$ cat src/rtl/tt_sweep_capture.sv
// tt_sweep_capture: drives every input pattern into an N-input combinational
// cell, captures its output into a truth table and compares the result
// against a reference truth table.
module tt_sweep_capture #(
    parameter int N_IN   = 4,
    parameter int SETTLE = 1,
    localparam int TT_W  = 1 << N_IN
) (
    input  logic            clk,
    input  logic            rst_n,
    input  logic            start,
    input  logic            abort,
    input  logic [TT_W-1:0] expected_tt,
    output logic [N_IN-1:0] x,
    input  logic            y_in,
    output logic            busy,
    output logic            done,
    output logic [TT_W-1:0] tt_out,
    output logic            tt_valid,
    output logic            match
);

    localparam int IDX_W = N_IN + 1;
    localparam logic [3:0]       CNT_LAST = 4'(SETTLE - 1);
    localparam logic [IDX_W-1:0] IDX_LAST = IDX_W'(TT_W - 1);

    typedef enum logic [1:0] {
        S_IDLE,
        S_RUN,
        S_DONE
    } state_t;

    state_t           state_q;
    logic [IDX_W-1:0] idx_q;
    logic [IDX_W-1:0] idx_d;
    logic [3:0]       cnt_q;
    logic [N_IN-1:0]  x_q;
    logic [TT_W-1:0]  tt_q;
    logic [TT_W-1:0]  tt_d;
    logic             busy_q;
    logic             done_q;
    logic             tt_valid_q;
    logic             match_q;

    // Truth table with the current sample inserted, so the final compare sees it too
    always_comb begin
        idx_d = idx_q + 1'b1;
        tt_d  = tt_q;
        tt_d[idx_q[N_IN-1:0]] = y_in;
    end

    // Sweep controller: pattern stepping, capture, completion and abort
    always_ff @(posedge clk) begin
        if (!rst_n) begin
            state_q    <= S_IDLE;
            idx_q      <= '0;
            cnt_q      <= '0;
            x_q        <= '0;
            tt_q       <= '0;
            busy_q     <= 1'b0;
            done_q     <= 1'b0;
            tt_valid_q <= 1'b0;
            match_q    <= 1'b0;
        end else begin
            case (state_q)
                S_IDLE: begin
                    if (start && !abort) begin
                        state_q    <= S_RUN;
                        idx_q      <= '0;
                        cnt_q      <= '0;
                        x_q        <= '0;
                        tt_q       <= '0;
                        busy_q     <= 1'b1;
                        tt_valid_q <= 1'b0;
                        match_q    <= 1'b0;
                    end
                end
                S_RUN: begin
                    if (abort) begin
                        state_q    <= S_IDLE;
                        busy_q     <= 1'b0;
                        done_q     <= 1'b0;
                        tt_valid_q <= 1'b0;
                        match_q    <= 1'b0;
                    end else if (cnt_q == CNT_LAST) begin
                        tt_q <= tt_d;
                        if (idx_q == IDX_LAST) begin
                            state_q    <= S_DONE;
                            busy_q     <= 1'b0;
                            done_q     <= 1'b1;
                            tt_valid_q <= 1'b1;
                            match_q    <= (tt_d == expected_tt);
                        end else begin
                            idx_q <= idx_d;
                            x_q   <= idx_d[N_IN-1:0];
                            cnt_q <= '0;
                        end
                    end else begin
                        cnt_q <= cnt_q + 1'b1;
                    end
                end
                S_DONE: begin
                    state_q <= S_IDLE;
                    done_q  <= 1'b0;
                    if (abort) begin
                        tt_valid_q <= 1'b0;
                        match_q    <= 1'b0;
                    end
                end
                default: state_q <= S_IDLE;
            endcase
        end
    end

    assign x        = x_q;
    assign busy     = busy_q;
    assign done     = done_q;
    assign tt_out   = tt_q;
    assign tt_valid = tt_valid_q;
    assign match    = match_q;

endmodule

$ cat config.mk
export PLATFORM = sky130hd
export DESIGN_NAME = tt_sweep_capture
export DESIGN_NICKNAME = d
export VERILOG_FILES = /design/src/rtl/tt_sweep_capture.sv
export SDC_FILE = /design/constraint.sdc
export NUM_CORES = 1
export LEC_CHECK = 0
export ABC_AREA = 1
export BUFFER_PORTS_ARGS = -buffer_cell sky130_fd_sc_hd__buf_4
export CAP_MARGIN = 40
export CORE_MARGIN = 1.5
export CORE_UTILIZATION = 50
export CTS_BUF_LIST = sky130_fd_sc_hd__clkbuf_2
export DETAILED_ROUTE_END_ITERATION = 6
export PLACE_DENSITY = 0.74
export SYNTH_ARGS = -nofsm -noshare
export SYNTH_HDL_FRONTEND = slang
export SYNTH_SLANG_ARGS = --single-unit
$ cat constraint.sdc
create_clock -name clk -period 3.16 [get_ports clk]
set_clock_uncertainty 0.05 [all_clocks]
set_input_delay 0.316 -clock clk [delete_from_list [all_inputs] [get_ports clk]]
set_output_delay 0.316 -clock clk [all_outputs]
set_load 0.005 [all_outputs]
==> flow_results.org, run 1 <==
** Cells and area
- Post-route non-filler standard cell count :: 411
- In the final layout, the share of cells above drive strength 1 is 0.2216.
- Compared with the post-synthesis result, the final layout area differs by 15.08%.
- 0 antenna diodes ended up in the layout.
- The net count of the finished layout is 390.
- Share of the core filled with cells :: 0.6126

** Clock network
- Counting along the longest clock path gives a buffer depth of 2.
- After clock tree synthesis, the repair step resized 0 gates.
- Root buffer cell :: sky130_fd_sc_hd__clkbuf_2
- After clock tree synthesis, the clock-pin slew on the worst setup and hold paths is 0.18 ns.
- CTS Buf Count :: 5
- Clock latency on the worst-skew pair, taken at its later pin, is 0.38 ns.
- Number of sinks driven by the clock tree :: 31
- TritonCTS built the clock tree.
- Number of setup buffers added after CTS :: 0
- Hold repair after CTS inserted 0 buffers.
- In this run the number of H-tree levels came out at 2.

** Worst setup path
- Among the stages of the critical path, the cell type that occurs most often is sky130_fd_sc_hd__nand2_2.
- Walking the worst path, the cells encountered are nand2_4 -> nor2_4 -> ha_1 -> nand2_1 -> nand2_2 -> nand2_2 -> o21ai_2 -> a21oi_1 -> a211oi_1.
- The critical path contains buffers and inverters numbering 0 combined.
- Across all register-to-register paths, the minimum setup slack is 1.04 ns.
- Broken down by cell family, the worst path's largest delay share belongs to flip-flops.
- STA classifies the critical path endpoint as a register.
- Type of element launching the critical path :: register
- At the worst endpoint, the required time is 3.41 ns.
- The critical path in this run is classified as register to register.
- Critical-path cell with the highest stage delay :: sky130_fd_sc_hd__dfxtp_1
- Reg-to-reg critical path endpoint :: idx_q[0]$_SDFFE_PN0P_
- At the worst endpoint, the arrival time is 2.37 ns.
- The number of cells on the worst reg-to-reg path is 9.
- In this run the worst path has a maximum fanout of 11.
- R2r startpoint :: idx_q[2]$_SDFFE_PN0P_
- CP max stage delay :: 0.75 ns

** Hold path
- Min-Delay Endpoint :: cnt_q[3]$_SDFFE_PN0P_
- The worst hold path begins at rst_n.
- Type of the most critical hold path :: input pin to register
- Cell depth of the worst hold path :: 3

** Synthesis
- Of all cell types, the one taking the most synthesized area is sky130_fd_sc_hd__dfxtp_1.
- Share of the synthesized area in the top cell type :: 0.2833
- Yosys mapped the design onto 34 distinct sky130hd cell types.
- After synthesis, the most frequently instantiated cells are sky130_fd_sc_hd__nand2_1, sky130_fd_sc_hd__inv_1, sky130_fd_sc_hd__nand3_1.
- Cell count after synthesis :: 324
- Leading cell type by number of instances after synthesis :: sky130_fd_sc_hd__nand2_1
- The cell area that synthesis handed to floorplanning was 2191 um^2.
- Each instance of the synthesized netlist takes up on average 6.762 um^2.
- In the synthesized netlist the async set-or-reset flop fraction comes to 0.
- Seq cells post-synth :: 31
- Top post-synthesis cells by area :: sky130_fd_sc_hd__dfxtp_1, sky130_fd_sc_hd__nand2_1, sky130_fd_sc_hd__nand3_1
- Share of the yosys chip area belonging to registers :: 0.2833
- The Yosys step of the flow raised 0 warnings.
- Most used DFF post-synth :: sky130_fd_sc_hd__dfxtp_1
- Synthesized Nets :: 354
- Post-synth EDFFs :: 0

** Power and ir drop
- Dividing total power by cell area gives a power density of 378.2 nW/um^2.
- Max rail drop VDD :: 0.2735 mV
- In this run the static leakage power is 1.181 nW.

** Routing
- In the routed design, unresolved DRC markers number 0.
- Via count normalized by instance count :: 5.343
- The detailed router finished its first iteration with 268 violations.
- Detailed-route wire length per cell :: 12.95 um
- Vias :: 2196
- Post-route antenna net violation count :: 0
- The first detailed-routing pass ran for 6 iterations.
- Total routed wirelength :: 5.322 mm

** STA
- At the pin with the least slew margin, the transition time is 0.8334 ns.
- Worst relative slew slack :: 0.4438
- RSZ-0062 raised after global routing :: false
- Minimum clock period :: 2.124 ns
- For the final routed database, the setup TNS stands at 0 ns.
- Setup-failing EPs final :: 0
- Of the available clock period, the critical path in the final layout requires 0.6721.
- The number of failing hold endpoints at the final stage is 0.
- The final count of pins violating max slew came to 0.
- Peak clock frequency supported by timing :: 470.8 MHz

** Global routing
- Total Routing Usage GR :: 0.2268
- Summed over all layers, the global routing overflow is 0.
- The number of antenna violations at the first check in global routing was 0.
- The number of global-route vias before repair came to 1898.
- Entering global routing, the biggest net connects 32 pins.
- Global-route wire length before repair :: 8.873 mm

** Placed design
- The HPWL after detailed placement is 3.861 mm.
- Port Buffer Count :: 44
- RD Place Congestion :: 0.8413
- Cell count after placement :: 403

** Die
- The die is 69.20 um wide.
- Die Y-Extent :: 69.20 um
- The floorplan step defined a die boundary enclosing 4788 um^2.
- Cell Rows :: 23
- Core footprint :: 4115 um^2
- For this configuration, the core starts out at a cell density of 0.5324.
- In this run the count of I/O pins placed on the die edge is 45.

** Job
- Across the run, the number of max-cap violations was 0.

** Status
- The flow ran to the end, and the final reports show no timing, DRC or antenna violations.
## cells in the final DEF, fill, tap and decap left out, drive strengths merged
master	count
dfxtp	31
o211ai	1
buf	44
nor3b	2
clkinv	4
nor2	24
a21oi	14
clkbuf	5
inv	43
nand3b	11
ha	9
nand2	87
nand3	36
nand4	2
xor2	1
nor3	3
a31oi	15
o21ai	12
a211oi	17
## worst register-to-register path, cell delays in order (launching register included)
cell and delay (ns):
sky130_fd_sc_hd__dfxtp_1 0.75, sky130_fd_sc_hd__nand2_4 0.19, sky130_fd_sc_hd__nor2_4 0.14, sky130_fd_sc_hd__ha_1 0.18, sky130_fd_sc_hd__nand2_1 0.07, sky130_fd_sc_hd__nand2_2 0.11, sky130_fd_sc_hd__nand2_2 0.10, sky130_fd_sc_hd__o21ai_2 0.19
sky130_fd_sc_hd__a21oi_1 0.09, sky130_fd_sc_hd__a211oi_1 0.19
## power breakdown
group / internal, mW / switching, mW
clock: 0.0508 / 0.157
combinational: 0.120 / 0.182
sequential: 0.421 / 0.0226
## per-stage QoR
stage	worst slack [ns]	hold slack [ns]	instance area, um^2	power [mW]
6_report	1.036	0.1392	2521	0.9535
5_1_grt	0.8413	0.1050	2521	1.017
4_1_cts	1.046	0.1240	2521	0.9549
3_5_place_dp	1.093	0.4030	2481	0.7522
3_3_place_gp	1.133	0.4045	2481	0.7499
2_1_floorplan	1.341	0.3847	2191	0.6580
## final cells by class
class,instances,area [um^2]
Sequential cell,31,620.6
Fill cell,391,1594
Multi-Input combinational cell,234,1300
Clock inverter,3,15.01
Tap cell,50,62.56
Timing Repair Buffer,44,330.3
Inverter,44,167.7
Clock buffer,5,25.02
## worst max path at each step
stage,to,slack (ns),from,cells past startpoint
2_1_floorplan,idx_q[3]$_SDFFE_PN0P_,1.34,idx_q[1]$_SDFFE_PN0P_,11
5_1_grt,match$_SDFFE_PN0P_,0.84,idx_q[2]$_SDFFE_PN0P_,11
3_3_place_gp,idx_q[0]$_SDFFE_PN0P_,1.13,idx_q[1]$_SDFFE_PN0P_,10
3_5_place_dp,idx_q[0]$_SDFFE_PN0P_,1.09,idx_q[2]$_SDFFE_PN0P_,9
6_report,idx_q[0]$_SDFFE_PN0P_,1.04,idx_q[2]$_SDFFE_PN0P_,9
4_1_cts,idx_q[0]$_SDFFE_PN0P_,1.05,idx_q[2]$_SDFFE_PN0P_,9
## per-layer routing
| layer | GRT usage | wire length (um) | up-vias |
|---|---|---|---|
| li1 | - | - | 1150 |
| met4 | 0.05882 | 43 | 0 |
| met3 | 0.05233 | 217 | 4 |
| met1 | 0.3135 | 2645 | 992 |
| met2 | 0.3568 | 2415 | 50 |
| met5 | 0 | 0 | - |
## kinds of logic after synthesis
group | share of synthesized area
buffers and inverters | 0.1234
AOI/OAI and AO/OA | 0.1725
and+or+nand+nor | 0.3655
DFF | 0.2833
xor gates and xnor gates | 0.003998
adders and majority gates | 0.05140
## registers in the layout (all words and copies together), names as in the netlist
signal    count
cnt_q         4
busy          1
tt_valid      1
tt_out       16
state_q       2
done          1
match         1
idx_q         5
Note: power is estimated with default switching activity, not from simulation.
==> run 2: changes to the inputs <==
--- a/config.mk
+++ b/config.mk
@@ -5,7 +5,7 @@
 export SDC_FILE = /design/constraint.sdc
 export NUM_CORES = 1
 export LEC_CHECK = 0
-export ABC_AREA = 1
+export ABC_AREA = 0
 export BUFFER_PORTS_ARGS = -buffer_cell sky130_fd_sc_hd__buf_4
 export CAP_MARGIN = 40
 export CORE_MARGIN = 1.5
==> constraint.sdc (replaced) <==
create_clock -name clk -period 2.2 [get_ports clk]
set_clock_uncertainty 0.05 [all_clocks]
set_input_delay 0.22 -clock clk [delete_from_list [all_inputs] [get_ports clk]]
set_output_delay 0.22 -clock clk [all_outputs]
set_load 0.005 [all_outputs]
==> run 2 against run 1 <==
Non-clock buffer count rose by 20. Routed wire length shrank 3.8%. Clock-buffer cell count up 1. Die area shrank 1.4%. Critical path type unchanged. Critical endpoint is now match$_SDFFE_PN0P_. Largest power group unchanged. Highest routed layer unchanged.
==> flow_results.org, run 2 <==
** Clock network
- The register clock-pin slew on the reported worst setup and hold paths was 0.19 ns (about the same).
- TritonCTS built the clock tree.
- The number of clock sinks was 31 (unchanged).
- In this run the clock root is driven by a sky130_fd_sc_hd__clkbuf_2.
- Clock Tree Buf Depth :: 2 (unchanged)
- H-Tree Depth :: 2 (unchanged)
- The total clock buffers created by CTS came to 5 (unchanged).
- Number of buffers added to fix hold violations after cts :: 0 (unchanged)
- The clock network latency to the later pin of the worst-skew pair was 0.41 ns (+0.03 ns).

** STA
- The final count of pins violating max slew is 0 (unchanged).
- Worst relative slew slack :: 0.7068 (+0.2630)
- The final period demand of the worst path came to 2.099 ns (-0.02455 ns).
- The worst-margin pin slew came to 0.4392 ns (-0.3942 ns).
- Peak clock frequency supported by timing :: 476.3 MHz (+1.2%)
- RSZ-0062 raised after global routing :: false
- Final hold violation count :: 0 (unchanged)
- The share of the clock period used by the worst path after layout is 0.9543 (+0.2821).
- The tightest hold margin was 0.1184 ns (-0.02082 ns).
- Total negative slack for setup checks :: 0 ns (unchanged)
- Setup-failing EPs final :: 0 (unchanged)

** Job
- The max-capacitance violation count is 0 (unchanged).

** Global routing
- The global route total overflow is 0 (unchanged).
- Pin count of the biggest net entering global routing :: 29 (-9.4%)
- Global-route wire length before repair :: 8.452 mm (-4.7%)
- The number of global-route vias before repair was 1794 (-5.5%).
- Antenna violations before repair :: 0 (unchanged)
- The total global routing track utilization was 0.2438 (+0.01696).

** Synthesis
- The area share of the largest cell type after synthesis came to 0.2874 (+0.004103).
- The average cell area after synthesis came to 8.469 um^2 (+25%).
- The sequential cell area fraction in the yosys report came to 0.2874 (+0.004103).
- The register bit count reported by yosys was 31 (unchanged).
- The distinct cell type count of the synthesized netlist is 44 (+29%).
- In the post-synthesis netlist, the biggest area contributors are sky130_fd_sc_hd__dfxtp_1, sky130_fd_sc_hd__mux2i_1, sky130_fd_sc_hd__xnor2_1.
- The fraction of registers with async set/reset was 0 (unchanged).
- Combined area of all synthesized cells :: 2160 um^2 (-1.4%)
- The number of synthesized flops with an enable pin came to 0 (unchanged).
- Dominant cell type by area after synthesis :: sky130_fd_sc_hd__dfxtp_1
- sky130_fd_sc_hd__dfxtp_1 is the most common cell in the netlist.
- Cell count after synthesis :: 255 (-21%)
- Ranked by instance count, the synthesized netlist is headed by sky130_fd_sc_hd__dfxtp_1, sky130_fd_sc_hd__o21ai_0, sky130_fd_sc_hd__nor2b_1.
- The total of warnings raised by yosys came to 0 (unchanged).
- The net count after synthesis is 285 (-19%).
- Most used DFF post-synth :: sky130_fd_sc_hd__dfxtp_1

** Power and ir drop
- The peak ir drop on the vdd network came to 0.4405 mV (+61%).
- The switching power is 304.0 uW (-16%).
- Cell internal pwr :: 947.4 uW (+60%)
- The combinational cell fraction of total power came to 0.114 (-0.203).
- Power per cell area :: 461.3 nW/um^2 (+22%)
- The clock power share was 0.429 (+0.212).
- The static leakage was 1.082 nW (-8.4%).
- The switching power as a share of total power came to 0.2429 (-0.1360).
- The share of total power in sequential cells came to 0.457 (-0.009).

** Die
- Initial cell density of the core :: 0.5285 (-0.003905)
- Floorplan die width :: 68.72 um (-0.69%)
- The boundary pin count is 45 (unchanged).
- Core footprint :: 4086 um^2 (-0.70%)
- The number of placement rows is 23 (unchanged).
- The die span in y was 68.72 um (-0.69%).
- Die area :: 4722 um^2 (-1.4%)

** Cells and area
- Final layout net count :: 334 (-14%)
- Total inserted antenna cells :: 0 (unchanged)
- Total non-filler cell area in the finished layout :: 2713 um^2 (+7.6%)
- Post-route non-filler standard cell count :: 355 (-14%)
- Leading cell types in the layout, fill and taps excluded :: sky130_fd_sc_hd__buf_4, sky130_fd_sc_hd__dfxtp_1, sky130_fd_sc_hd__o21ai_0, sky130_fd_sc_hd__nor2b_1, sky130_fd_sc_hd__mux2i_1
- Layout-stage area growth over the synthesis result :: 25.61%
- Most common cell after layout, fill and taps aside :: sky130_fd_sc_hd__buf_4
- Layout cells sized above 1 :: 0.2951 (+0.07348)
- The final standard cell utilization of the core came to 0.6638 (+0.05116).
- The number of fill cells in the layout is 362 (-7.4%).
- The flip-flop count of the largest register, all copies and words added was 16 (unchanged).

** Status
- The flow ran to the end, and the final reports show no timing, DRC or antenna violations.

** Hold path
- Type of the most critical hold path :: input pin to register

** Routing
- Detailed-route wire length per cell :: 14.42 um (+11%)
- Total routed wirelength :: 5.119 mm (-3.8%)
- The number of iterations in the first detailed-routing pass was 4 (-2).
- First-iteration detailed-routing DRC count :: 105 (-61%)
- The number of routed nets with antenna violations was 0 (unchanged).
- Via count normalized by instance count :: 5.586 (+4.5%)
- Vias :: 1983 (-9.7%)
- Number of remaining DRC errors :: 0 (unchanged)

** Placed design
- The routability-driven placement congestion ratio came to 0.8367 (-0.55%).
- The count of input and output buffers was 44 (unchanged).
- The placed instance count is 342 (-15%).
- The detailed-placement wirelength estimate is 3.660 mm (-5.2%).
- Instance area after placement :: 2557 um^2 (+3.1%)

** Worst setup path
- The maximum fanout along the worst path was 4 (-7).
- STA classifies the critical path endpoint as a register.
- Critical Path RT :: 2.51 ns (-0.90 ns)
- The critical path arrival is 2.41 ns (+0.04 ns).
- By startpoint and endpoint, the worst setup path is classified as register to register.
- STA classifies the critical path startpoint as a register.
==> run 2: logic make-up after synthesis <==
logic type	Yosys count	synth area share
and+or+nand+nor	97	0.2764
muxes	16	0.07416
xor gates and xnor gates	17	0.06894
adders and majority gates	9	0.05214
buffers and inverters	29	0.07474
AOI/OAI and AO/OA	56	0.1663
DFF	31	0.2874
==> run 2: path summary, 6_finish.rpt <==
kind	start	end	slack, ns	cells after the start
setup / recovery	idx_q[0]$_SDFFE_PN0P_	match$_SDFFE_PN0P_	0.10	9
hold reg to reg	tt_valid$_SDFFE_PN0P_	tt_valid$_SDFFE_PN0P_	0.45	2
hold / removal	abort	idx_q[2]$_SDFFE_PN0P_	0.12	3
setup reg to reg	idx_q[0]$_SDFFE_PN0P_	match$_SDFFE_PN0P_	0.10	9
==> run 2: layout make-up <==
type | count | area [um^2] | area share
Clock inverter | 2 | 60.06 | 0.02214
Inverter | 7 | 26.28 | 0.009686
Timing Repair Buffer | 64 | 493.0 | 0.1817
Clock buffer | 6 | 30.03 | 0.01107
Sequential cell | 31 | 628.1 | 0.2315
Tap cell | 50 | 62.56 | 0.02306
Multi-Input combinational cell | 195 | 1413 | 0.5208
==> run 2: worst max-delay path, stage by stage, from the launching register on <==
cell                       delay (ns)
sky130_fd_sc_hd__dfxtp_4         0.41
sky130_fd_sc_hd__ha_4            0.16
sky130_fd_sc_hd__and3_4          0.19
sky130_fd_sc_hd__ha_2            0.17
sky130_fd_sc_hd__and4bb_2        0.28
sky130_fd_sc_hd__and4b_1         0.27
sky130_fd_sc_hd__o21ai_0         0.11
sky130_fd_sc_hd__nor3_1          0.19
sky130_fd_sc_hd__nand3_1         0.12
sky130_fd_sc_hd__o21ai_2         0.13
==> run 2: per-layer routing <==
| layer | vias to the layer above | share of wire | global-route usage |
|---|---|---|---|
| li1 | 992 | - | - |
| met1 | 933 | 0.48 | 0.3307 |
| met3 | 10 | 0.045 | 0.04708 |
| met2 | 48 | 0.45 | 0.3726 |
| met4 | 0 | 0.022 | 0.1127 |
| met5 | - | 0 | 0 |
==> run 2: power by group through the flow <==
| stage | Combinational [mW] | Sequential (mW) | Clock (mW) |
|---|---|---|---|
| final | 0.143 | 0.572 | 0.537 |
| after global routing | 0.159 | 0.573 | 0.566 |
| after CTS | 0.143 | 0.572 | 0.542 |
| after detailed placement | 0.139 | 0.585 | 0 |
| after global placement | 0.139 | 0.585 | 0 |
| after floorplan | 0.0847 | 0.583 | 0 |
==> run 2: metrics by stage <==
step | worst slack, ns | power (mW)
after floorplan | 0.02190 | 0.6676
after global placement | 0.05746 | 0.7246
after detailed placement | -0.02098 | 0.7248
after CTS | 0.01830 | 1.256
after global routing | 0.02077 | 1.298
final | 0.1006 | 1.251
==> run 2: timing repair <==
item	CTS	global route
pin swaps	3	1
buffers inserted	5	0
endpoints found under the setup margin	1	4
resized for setup	3	5
